$ cat src/rtl/vliw_pipe_ctrl.sv
// Pipeline control for the 2-slot VLIW core: PC/pipeline-register write enables,
// flushes, load-use bubbles, branch squash, multi-cycle EX freeze and a stall counter.
module vliw_pipe_ctrl #(
    parameter int REG_AW = 5,
    parameter int MC_LAT = 4,
    parameter int CNT_W  = 16
) (
    input  logic              clk,
    input  logic              reset,
    input  logic [REG_AW-1:0] id_rs0,
    input  logic [REG_AW-1:0] id_rt0,
    input  logic [REG_AW-1:0] id_rs1,
    input  logic [REG_AW-1:0] id_rt1,
    input  logic              ex_memread0,
    input  logic              ex_memread1,
    input  logic [REG_AW-1:0] ex_rd0,
    input  logic [REG_AW-1:0] ex_rd1,
    input  logic              ex_branch_taken,
    input  logic              ex_mc_start,
    output logic              pc_we,
    output logic              ifid_we,
    output logic              idex_we,
    output logic              exmem_we,
    output logic              memwb_we,
    output logic              ifid_flush,
    output logic              idex_flush,
    output logic              exmem_flush,
    output logic              mc_busy,
    output logic [CNT_W-1:0]  stall_cycles,
    output logic [1:0]        dbg_state
);
    localparam int CW = (MC_LAT > 2) ? $clog2(MC_LAT) : 1;

    typedef enum logic [1:0] {
        ST_RUN        = 2'd0,
        ST_MC_WAIT    = 2'd1,
        ST_MC_RELEASE = 2'd2
    } state_t;

    state_t           r_state;
    state_t           w_next_state;
    logic [CW-1:0]    r_cnt;
    logic [CW-1:0]    w_next_cnt;
    logic [CNT_W-1:0] r_stall;
    logic             w_hit0;
    logic             w_hit1;
    logic             w_lu_hit;

    // Register 0 is hardwired to zero, so a load targeting it never hazards.
    assign w_hit0 = ex_memread0 && (ex_rd0 != '0) &&
                    ((ex_rd0 == id_rs0) || (ex_rd0 == id_rt0) ||
                     (ex_rd0 == id_rs1) || (ex_rd0 == id_rt1));
    assign w_hit1 = ex_memread1 && (ex_rd1 != '0) &&
                    ((ex_rd1 == id_rs0) || (ex_rd1 == id_rt0) ||
                     (ex_rd1 == id_rs1) || (ex_rd1 == id_rt1));
    assign w_lu_hit = w_hit0 || w_hit1;

    always_comb begin
        pc_we        = 1'b1;
        ifid_we      = 1'b1;
        idex_we      = 1'b1;
        exmem_we     = 1'b1;
        memwb_we     = 1'b1;
        ifid_flush   = 1'b0;
        idex_flush   = 1'b0;
        exmem_flush  = 1'b0;
        mc_busy      = 1'b0;
        w_next_state = r_state;
        w_next_cnt   = r_cnt;

        if (reset) begin
            pc_we        = 1'b0;
            ifid_we      = 1'b0;
            idex_we      = 1'b0;
            exmem_we     = 1'b0;
            memwb_we     = 1'b0;
            w_next_state = ST_RUN;
            w_next_cnt   = '0;
        end else begin
            case (r_state)
                ST_MC_WAIT: begin
                    pc_we       = 1'b0;
                    ifid_we     = 1'b0;
                    idex_we     = 1'b0;
                    exmem_flush = 1'b1;
                    mc_busy     = 1'b1;
                    if (r_cnt == '0) w_next_state = ST_MC_RELEASE;
                    else             w_next_cnt   = r_cnt - 1'b1;
                end
                default: begin
                    // In release the multi-cycle op in EX is finishing, so its start flag is stale.
                    if (r_state == ST_MC_RELEASE) w_next_state = ST_RUN;
                    if (ex_branch_taken) begin
                        ifid_flush = 1'b1;
                        idex_flush = 1'b1;
                    end else if (ex_mc_start && (r_state == ST_RUN)) begin
                        pc_we        = 1'b0;
                        ifid_we      = 1'b0;
                        idex_we      = 1'b0;
                        exmem_flush  = 1'b1;
                        w_next_state = ST_MC_WAIT;
                        w_next_cnt   = CW'(MC_LAT - 2);
                    end else if (w_lu_hit) begin
                        pc_we      = 1'b0;
                        ifid_we    = 1'b0;
                        idex_flush = 1'b1;
                    end
                end
            endcase
        end
    end

    always_ff @(posedge clk) begin
        r_state <= w_next_state;
        r_cnt   <= w_next_cnt;
        if (reset)
            r_stall <= '0;
        else if (!pc_we && (r_stall != {CNT_W{1'b1}}))
            r_stall <= r_stall + 1'b1;
    end

    assign stall_cycles = r_stall;
    assign dbg_state    = r_state;
endmodule

$ cat config.mk
export PLATFORM = sky130hd
export DESIGN_NAME = vliw_pipe_ctrl
export DESIGN_NICKNAME = d
export VERILOG_FILES = /design/src/rtl/vliw_pipe_ctrl.sv
export SDC_FILE = /design/constraint.sdc
export NUM_CORES = 1
export LEC_CHECK = 0
export ABC_CLOCK_PERIOD_IN_PS = 5800
export BUFFER_PORTS_ARGS = -buffer_cell sky130_fd_sc_hd__buf_2
export CAP_MARGIN = 10
export CORE_UTILIZATION = 45
export CTS_BUF_LIST = sky130_fd_sc_hd__clkbuf_8
export DETAILED_ROUTE_END_ITERATION = 10
export PLACE_DENSITY = 0.81
export SYNTH_ARGS = -nofsm -noshare
export SYNTH_HDL_FRONTEND = slang
export SYNTH_SLANG_ARGS = --single-unit
$ cat constraint.sdc
create_clock -name clk -period 5.8 [get_ports clk]
set_input_delay 0.87 -clock clk [delete_from_list [all_inputs] [get_ports clk]]
set_output_delay 0.87 -clock clk [all_outputs]
set_load 0.01 [all_outputs]
==> impl_metrics.ini <==
[route]
viasPerCell = 5.16
route.detailed.drc = 0
wl_um = 3800
drtAntennaViolNets = 0
wl_per_cell_um = 12.8
route.vias.total = 1532
drtIter0Drc = 39
drt-pass1-iter-count = 4

[worst_setup_path]
timing.critical_path.required_ns = 4.93
ff2ff_path_depth = 8
critPathLaunchType = input port
rrSetupSlack_ns = 3.62
capturing_point_of_the_worst_reg2reg_path = stall_cycles[7]$_SDFFE_PP0P_
worstPathMaxFanout = 5
crit_type = input port to output pin
rr_startpoint = stall_cycles[6]$_SDFFE_PP0P_
cp_data_arrival_time_ns = 2.19
critPathCaptureType = output pin

[power_and_ir_drop]
p_total_mw = 0.386
cellLeakagePower_nw = 0.913
power_density_nw_per_um2 = 192
ir_worst_vdd_v = 0.000154

[floorplan]
die-width_um = 63.3
vertical_extent_of_the_die_um = 63.3
initial_standard_cell_utilization_of_the_core = 0.488
coreArea_um2 = 3470
area_enclosed_by_the_die_boundary_um2 = 4010
floorplan.rows = 21
design.portCount = 63

[synthesis]
synth_simple_gate_area_share = 0.254
synth_top_family_by_area = simple AND/OR/NAND/NOR gates
synth.top_cell.area_share = 0.237
synth_seq_area_share = 0.237
yosysWarningCount = 0
ys_ff_latch = 20
synthXorXnorAreaFrac = 0.217
synthesis.instances = 205
synth-edff-count = 0
synth_async_sr_flop_share = 0
synth.largest_area_cell = sky130_fd_sc_hd__dfxtp_1
synth.avg_cell_area_um2 = 8.26
yosys-top-cells-area = sky130_fd_sc_hd__dfxtp_1 (24%), sky130_fd_sc_hd__xnor2_1 (21%), sky130_fd_sc_hd__mux2_1 (5.3%), sky130_fd_sc_hd__nor2_1 (5.1%), sky130_fd_sc_hd__nor2b_1 (4.1%)
synth_compound_gate_area_share = 0.118
synth_fa_ha_area_frac = 0.0148
synth_cell_type_count = 41
syn_nets = 243
post_synth_mux_area_share = 0.0769
syn_area_um2 = 1690
dominantRegCellSynth = sky130_fd_sc_hd__dfxtp_1

[sta]
finalCriticalPeriod_ns = 3.06
timing_max_transition_violations_final = 0
finClkSkew_ns = 0.00939
worst-slew-pin-transition_ns = 0.574
timing.fmax_mhz = 327
sum_of_negative_setup_slack_ns = 0
finalHoldViolCount = 0
final-setup-viol-count = 0
grt_setup_unrepaired = false
worst_hold_slack_ns = 0.483
fin_crit_sh = 0.527
timing.slew.headroom = 0.617

[final_layout]
antennaDiodeCount = 0
layout.nets = 290
syn_to_final_growth_pct = 18.8
layout.cells.most_common_list = sky130_fd_sc_hd__buf_2 (62), sky130_fd_sc_hd__xnor2_1 (41), sky130_fd_sc_hd__nor2_1 (23)
finish.utilization = 0.580
final_common_cell = sky130_fd_sc_hd__buf_2
drive_above_1_share = 0.311
final-instance-count-excl-fill = 297

[place]
placed_cells = 293
gpl.final_weighted_congestion = 0.837
detailedPlacementHpwl_um = 2940
port_buffers = 62

[clocking]
postCtsHoldBufs = 0
post_cts_resize_count = 0
cts_post_setup_buffers_inserted = 0
cts_root_buffer = sky130_fd_sc_hd__clkbuf_8
clk_sinks = 20
tritoncts = built
clk_slew_on_worst_s_h_paths_ns = 0.08
htree_levels = 1
cts_inserted_buffers = 3
worstSkewPairLatency_ns = 0.26
max-clock-path-buffers = 2

[grt]
grt_remaining_overflow = 0
grt_first_pass_wirelength_um = 6670
global_route.usage.total = 0.205
grt_antenna_before_repair = 0
first_global_vias = 1490
grt_max_degree = 35

[worst_hold_path]
worst_hold_path_type = flop to flop
hold_path_startpoint = r_cnt[0]$_SDFFE_PP0P_
worstHoldEndpoint = r_cnt[0]$_SDFFE_PP0P_
hold-path-cell-count = 2

[outcome]
status = finished, final reports clean

[flow_run]
maxCapViolations = 0
sequential cells by signal (all words and copies together) (netlist names):
signal        count
stall_cycles     16
r_cnt             2
dbg_state         2
area by class of cell:
type / count / area [um2]
multi-input combinational: 160 / 1150
tap: 46 / 57.6
clock inverter: 1 / 30.0
sequential: 20 / 400
inverter: 5 / 18.8
timing repair buffer: 62 / 310
clock buffer: 3 / 41.3
fill: 333 / 1460
per-stage QoR:
stage               area, um2  setup slack (ns)
detailed placement       1940              2.76
finish                   2010              2.74
CTS                      2010              2.75
floorplan                1690              2.75
global placement         1940              2.80
global route             2010              2.67
synthesized netlist by cell type (3+ instances only):
cell	count
sky130_fd_sc_hd__a21oi_1	5
sky130_fd_sc_hd__and3_1	6
sky130_fd_sc_hd__buf_2	7
sky130_fd_sc_hd__buf_6	4
sky130_fd_sc_hd__clkbuf_1	7
sky130_fd_sc_hd__dfxtp_1	20
sky130_fd_sc_hd__inv_1	5
sky130_fd_sc_hd__mux2_1	8
sky130_fd_sc_hd__nand2_1	12
sky130_fd_sc_hd__nand3_1	11
sky130_fd_sc_hd__nand4_1	7
sky130_fd_sc_hd__nor2_1	23
sky130_fd_sc_hd__nor2b_1	11
sky130_fd_sc_hd__o22ai_1	3
sky130_fd_sc_hd__xnor2_1	41
cells by family (layout without fill, tap and decap cells):
| logic type | after synthesis | in the layout |
|---|---|---|
| compound gates | 24 | 24 |
| buf+inv | 25 | 71 |
| fa+ha+maj | 2 | 2 |
| xor+xnor | 42 | 42 |
| simple gates | 81 | 81 |
| mux | 11 | 11 |
| flops | 20 | 20 |
metal layers:
metal	track usage	up-vias	routed length [um]
li1	-	789	-
met1	0.265	707	1780
met2	0.350	36	1850
met3	0.0399	0	158
met4	0.0426	0	0
met5	0	-	0
worst max-delay path, stage by stage:
cell and delay [ns]:
sky130_fd_sc_hd__buf_2 0.15, sky130_fd_sc_hd__or4_4 0.54, sky130_fd_sc_hd__o221ai_2 0.23, sky130_fd_sc_hd__a21boi_2 0.12
sky130_fd_sc_hd__nor2_1 0.14, sky130_fd_sc_hd__buf_2 0.15
report_power, final:
part           switching [mW]  internal, mW  total (mW)
sequential            0.00550         0.141       0.147
clock                  0.0473        0.0921       0.139
combinational          0.0522        0.0472      0.0994
worst max-delay path by stage:
stage | from | slack (ns) | endpoint
2_1_floorplan | ex_rd1[2] | 2.75 | pc_we
3_3_place_gp | ex_rd0[1] | 2.80 | pc_we
3_5_place_dp | ex_rd1[1] | 2.76 | ifid_we
4_1_cts | ex_rd1[1] | 2.75 | ifid_we
5_1_grt | ex_rd0[1] | 2.67 | ifid_we
6_report | ex_rd1[1] | 2.74 | ifid_we
(Power assumes the default switching activity.)
